File: src/rtl/fetch_unit.sv
// rtl/fetch_unit.sv - instruction-fetch front end: PC, imem address, IF/ID register
//
// Purpose: owns the program counter, drives imem_addr from it, and captures the
// combinationally read instruction plus its PC into the IF/ID register. It also
// handles decode stalls, taken-branch redirects, end-of-program halt and the
// optional fetch-address fault.
//
// Optional feature macro: FETCH_BOUNDS_CHECK_EN (enables the FAULT state).
//
// Ports:
//   clk, reset            clock, asynchronous active-high reset
//   stall                 hold PC and IF/ID
//   branch_taken          redirect fetch to branch_target
//   branch_target         redirect byte address
//   imem_addr             byte address to instruction memory (= pc)
//   imem_instr            combinational read data for imem_addr
//   if_pc, if_instr       IF/ID register contents
//   if_valid              IF/ID holds a real instruction
//   halted                fetch is in HALT
//   fetch_fault           sticky fetch-address fault

`ifndef INSTR_LEN
`define INSTR_LEN 32
`endif

module fetch_unit #(
   parameter int                   PC_WIDTH    = 64,
   parameter int                   INSTR_WIDTH = `INSTR_LEN,
   parameter logic [PC_WIDTH-1:0]  RESET_PC    = '0,
   parameter int                   IMEM_SIZE   = 1024
) (
   input  logic                   clk,
   input  logic                   reset,
   input  logic                   stall,
   input  logic                   branch_taken,
   input  logic [PC_WIDTH-1:0]    branch_target,
   output logic [PC_WIDTH-1:0]    imem_addr,
   input  logic [INSTR_WIDTH-1:0] imem_instr,
   output logic [PC_WIDTH-1:0]    if_pc,
   output logic [INSTR_WIDTH-1:0] if_instr,
   output logic                   if_valid,
   output logic                   halted,
   output logic                   fetch_fault
);

   localparam logic [INSTR_WIDTH-1:0] NOP        = INSTR_WIDTH'(32'hD503201F);
   localparam logic [PC_WIDTH-1:0]    IMEM_BYTES = PC_WIDTH'(IMEM_SIZE) << 2;

`ifdef FETCH_BOUNDS_CHECK_EN
   localparam bit CHECK_EN = 1'b1;
`else
   localparam bit CHECK_EN = 1'b0;
`endif

   typedef enum logic [1:0] {
      S_RUN   = 2'd0,
      S_HALT  = 2'd1,
      S_FAULT = 2'd2
   } state_t;

   state_t              state;
   state_t              state_next;
   logic [PC_WIDTH-1:0] pc;
   logic [PC_WIDTH-1:0] pc_next;
   logic                load_fetch;
   logic                load_bubble;
   logic                addr_bad;

   assign imem_addr = pc;

   // Misaligned or beyond the end of instruction memory.
   assign addr_bad = CHECK_EN && ((pc[1:0] != 2'b00) || (pc >= IMEM_BYTES));

   // State register
   always_ff @(posedge clk or posedge reset) begin
      if (reset) begin
         state <= S_RUN;
      end else begin
         state <= state_next;
      end
   end

   // Next-state and datapath control. When neither load is set, IF/ID holds.
   always_comb begin
      state_next  = state;
      pc_next     = pc;
      load_fetch  = 1'b0;
      load_bubble = 1'b0;
      case (state)
         S_RUN: begin
            if (branch_taken) begin
               // The wrong-path word currently on imem_instr is dropped.
               pc_next     = branch_target;
               load_bubble = 1'b1;
            end else if (stall) begin
               // Hold everything; halt/fault are not evaluated while stalled.
            end else if (addr_bad) begin
               state_next  = S_FAULT;
               load_bubble = 1'b1;
            end else if (imem_instr == '0) begin
               // Zero word marks end of program and is never forwarded.
               state_next  = S_HALT;
               load_bubble = 1'b1;
            end else begin
               load_fetch  = 1'b1;
               pc_next     = pc + PC_WIDTH'(4);
            end
         end
         S_HALT: begin
            load_bubble = 1'b1;
            if (branch_taken) begin
               pc_next    = branch_target;
               state_next = S_RUN;
            end
         end
         default: begin
            // FAULT: only reset leaves this state.
            load_bubble = 1'b1;
         end
      endcase
   end

   // Outputs decoded from state
   always_comb begin
      halted = (state == S_HALT);
`ifdef FETCH_BOUNDS_CHECK_EN
      fetch_fault = (state == S_FAULT);
`else
      fetch_fault = 1'b0;
`endif
   end

   // PC and IF/ID register
   always_ff @(posedge clk or posedge reset) begin
      if (reset) begin
         pc       <= RESET_PC;
         if_pc    <= '0;
         if_instr <= NOP;
         if_valid <= 1'b0;
      end else begin
         pc <= pc_next;
         if (load_fetch) begin
            if_pc    <= pc;
            if_instr <= imem_instr;
            if_valid <= 1'b1;
         end else if (load_bubble) begin
            if_pc    <= pc;
            if_instr <= NOP;
            if_valid <= 1'b0;
         end
      end
   end

endmodule

File: config.mk
export PLATFORM = sky130hd
export DESIGN_NAME = fetch_unit
export DESIGN_NICKNAME = d
export VERILOG_FILES = /design/src/rtl/fetch_unit.sv
export SDC_FILE = /design/constraint.sdc
export NUM_CORES = 1
export LEC_CHECK = 0
export ABC_AREA = 0
export CAP_MARGIN = 20
export CORE_ASPECT_RATIO = 1.2
export CORE_UTILIZATION = 47
export CTS_BUF_LIST = sky130_fd_sc_hd__clkbuf_16
export DETAILED_ROUTE_END_ITERATION = 12
export PLACE_DENSITY = 0.86
export SYNTH_ARGS = -nofsm -noshare
export SYNTH_HDL_FRONTEND = slang
export SYNTH_SLANG_ARGS = --single-unit
File: constraint.sdc
create_clock -name clk -period 5.85 [get_ports clk]
set_input_delay 0.585 -clock clk [delete_from_list [all_inputs] [get_ports clk]]
set_output_delay 0.585 -clock clk [all_outputs]
set_load 0.005 [all_outputs]
==> results.txt <==
The run finished with clean final reports. For hold timing, the worst endpoint is if_pc[1]$_DFFE_PP0P_. The total routing usage reported by global routing came out at between 20% and 30%. The final net count is 1235.

The worst setup slack for register-to-register paths is 3.01 ns. The number of port buffers came out at 261. CTS placed an instance of clkbuf_16 at the clock tree root. The slew of the pin with the lowest slew margin came out at 0.988 ns. Of all cell types, the one taking the most synthesized area is dfrtp_1.

By instance count, the leading cell after synthesis is nand2_1. The clock tree from TritonCTS is done. The routed design has 25900 um of wire. The slowest stage of the critical path belongs to the cell o21ai_2. The total power consumption of the routed design came out at 3.13 mW.

The post-CTS clock slew at the launch and capture registers of the worst setup and hold paths is 0.06 ns. Counting the fill cells in the layout gives between 1k and 1.5k. The synthesis-stage register bit count is 162. The fraction of final layout cells with drive strength greater than 1 is approximately 7.2%. The post-layout minimum cycle time came out at 3.26 ns. The maximum clock path buffer count came out at 2. The number of distinct library cells after synthesis is 65.

For the final routed database, the setup TNS stands at 0 ns. The setup slack after placement is approximately 2.2 ns. The count of flip-flops with a built-in enable after synthesis came out at 0. The remaining antenna violation count after routing is 0. The number of inserted diodes came out at 0. The type of the tightest min-delay check is flop to flop. The remaining max-slew budget at the tightest pin came out at between 30% and 40%. The capture point of the worst reg-to-reg path is imem_addr[56]$_DFFE_PP0P_. Sorting the synthesized cells by area gives the leading types as dfrtp_1 46%, nand2_1 11%, dfstp_2 4.2%. STA classifies the critical path endpoint as a flop. The congestion estimate from routability-driven global placement came to 0.884. During synthesis, Yosys emitted a total of 0 warnings. The die area came out at 0.0179 sq mm. For the worst setup path, the data required time is 6.17 ns. The post-CTS setup buffer count came out at 0. In this run the cell area of the synthesized design comes to 0.00815 sq mm.

The H-tree was split into 4 levels. The number of CTS-inserted buffers came out at 17. The number of remaining DRC errors is 0. After legalization and detailed placement, the total HPWL measured between 15000 and 20000 um. The critical path in this run is classified as input pin to flop. After detailed placement, the total cell area comes to 0.0107 sq mm. STA classifies the critical path startpoint as an input pin. The number of nets in the synthesized netlist is 1013.

The post-route standard cell area excluding fillers came out at 0.0113 sq mm. The number of standard-cell rows in the floorplan came out at 52. approximately 260 I/O pins were placed.

The final number of setup-violating endpoints came out at 0. The tool flagged a number of max-cap violations equal to 0. In this run the power density over the cells is 277 mW/mm^2. The arrival time at the worst endpoint came out at 3.58 ns. The overall die width is 122 um. The wire length of the first global-routing pass came out at slightly above 40000 um.

The per-instance average area after synthesis came out at 8.93 sq um. The startpoint of the worst-slack reg-to-reg timing path is imem_addr[2]$_DFFE_PP0P_. The worst voltage drop across the vdd grid is 0.175 mV. The clock latency of the later-clocked register in the worst-skew pair is 0.43 ns. In the synthesized netlist the dominant register cell turns out to be dfrtp_1. Derived from the worst setup path, the maximum achievable clock frequency is 307 MHz. The largest single stage delay on the critical path is 0.59 ns.

Setup repair after global routing left no endpoint under its margin. Counting cells, the worst reg-to-reg path comes to 7. The signal on the critical path passes through clkdlybuf4s50_1, nor4_1, nand4_1, o21ai_2, nand2b_2, buf_4, o21a_1, o22a_1. The largest driver fanout on the critical path is 54. After clock tree synthesis, the flow added hold-fix buffers numbering 0. The worst hold path begins at if_pc[1]$_DFFE_PP0P_. The via count of the routed design is about 8.1k. The final critical path takes up a little under three fifths of the cycle. Setup slack on the critical path of the routed design comes to 2.59 ns.

The post-cts gate resize count is 0. The post-detailed-route wirelength per cell came out at between 15 and 20 um. Sorting the synthesized cells by how often they occur yields 244 x nand2_1, 149 x dfrtp_1, 67 x a21oi_1. The instance count of the mapped netlist is 912. The number of cells on the worst hold path came out at 2.

The initial core utilization is 48.2%. The number of pins exceeding their max-slew limit in the final report is 0. The area growth from synthesis to layout is 38.7%. The maximum number of pins on one net before global-route repair is 104. Of the synthesized area, sequential elements account for 50.0%. The die extent in y came out at 146 um. The post-detailed-route via-to-cell ratio is 5.95. The core area came out at 0.0169 sq mm.

The final-report hold violation count came to 0. Between clock sinks in the finished design, the worst skew comes to 0.0103 ns. The number of global-route vias before repair came out at 7680. The initial antenna violation count came out at 0. The violation count after the first detailed-routing iteration came out at between 800 and 900.

The sum of overflow across all layers after global routing came out at 0. Of the post-synthesis cell area, the dominant cell type holds a little under half. The number of iterations in the first detailed-routing pass is 6. The tree built by TritonCTS fans out to about 160 sinks. The analysis attributes to cell leakage a power of 4.67 nW.

The async set-or-reset flop fraction in the synthesized netlist is 100%.
-- how the worst max path moves through the flow --
stage	from	end	slack [ns]	cells past startpoint
final	imem_instr[16]	imem_addr[21]$_DFFE_PP0P_	2.59	8
after global routing	imem_instr[17]	imem_addr[21]$_DFFE_PP0P_	2.49	8
after CTS	imem_instr[16]	imem_addr[21]$_DFFE_PP0P_	2.63	8
after detailed placement	imem_instr[16]	imem_addr[21]$_DFFE_PP0P_	2.18	8
after global placement	imem_instr[16]	imem_addr[21]$_DFFE_PP0P_	2.28	8
after floorplan	reset	if_instr[10]$_DFFE_PP0P_	0.91	1
-- registers in the layout (all words and copies together), names as in the netlist --
| name | flops |
|---|---|
| if_valid | 1 |
| if_pc | 64 |
| imem_addr | 64 |
| if_instr | 32 |
| state | 1 |
-- where the power goes --
part           switching, mW  leakage [nW]  internal [mW]
Combinational          0.291          2.52          0.375
Sequential             0.147          1.88           1.25
Clock                  0.448         0.279          0.617
-- layer usage --
layer,track usage [%],vias to the layer above,part of all wire (%)
met5,0,-,0
met4,13.8,0,4.1
li1,-,3709,-
met2,47.3,421,49
met1,36.9,3893,39
met3,7.27,87,8.3
-- critical path: cells and delay by family --
kind                   cells  cell delay (ns)
buffers and inverters      2             0.85
AOI/OAI and AO/OA          3             0.95
and+or+nand+nor            3             1.14
-- cells in the final DEF, fill, tap and decap left out, drive strengths merged, types with 5 or more instances in the layout --
cell type | netlist | layout
a211oi | 7 | 7
a21oi | 68 | 68
a22o | 20 | 20
a2bb2oi | 9 | 9
a31oi | 8 | 8
and2 | 7 | 7
and3 | 13 | 13
and4 | 5 | 5
buf | 15 | 7
clkbuf | 49 | 17
clkdlybuf4s50 | 0 | 261
clkinv | 0 | 7
dfrtp | 149 | 149
dfstp | 13 | 13
inv | 7 | 10
nand2 | 245 | 245
nand3 | 44 | 44
nand4 | 27 | 27
nor2 | 44 | 44
nor3 | 19 | 19
nor4 | 22 | 22
o21ai | 56 | 56
o22a | 15 | 15
o22ai | 23 | 23
or3 | 5 | 5
-- cell families (layout without fill, tap and decap cells) --
logic type               count (synthesis)  count (layout)  synth area share [%]
adder cells (fa/ha/maj)                  1               1                 0.154
multiplexers                             2               2                 0.276
flip-flops                             162             162                  50.0
AO/OA/AOI/OAI                          230             230                  18.0
buffers and inverters                   72             307                  4.79
other                                    1               1                0.0460
XOR/XNOR                                 3               3                 0.323
AND/OR/NAND/NOR                        441             441                  26.4
-- layout make-up --
cell class | instances | area (sq um) | share of cell area [%]
clock inverters | 15 | 131 | 1.16
flip-flops and latches | 162 | 4070 | 36.0
repair buffers | 268 | 2670 | 23.6
multi-input cells | 678 | 3700 | 32.8
well taps | 216 | 270 | 2.39
clock buffers | 17 | 425 | 3.77
inverters | 7 | 31.3 | 0.277
-- per-stage QoR --
step                cells  util [%]  hold WS, ns
global placement     1330      63.4        0.448
global route         1363      66.8        0.482
floorplan             912         -        0.463
finish               1363      66.8        0.462
CTS                  1363      66.8        0.468
detailed placement   1331      63.5        0.454
Power figures use the tool's default switching activity.
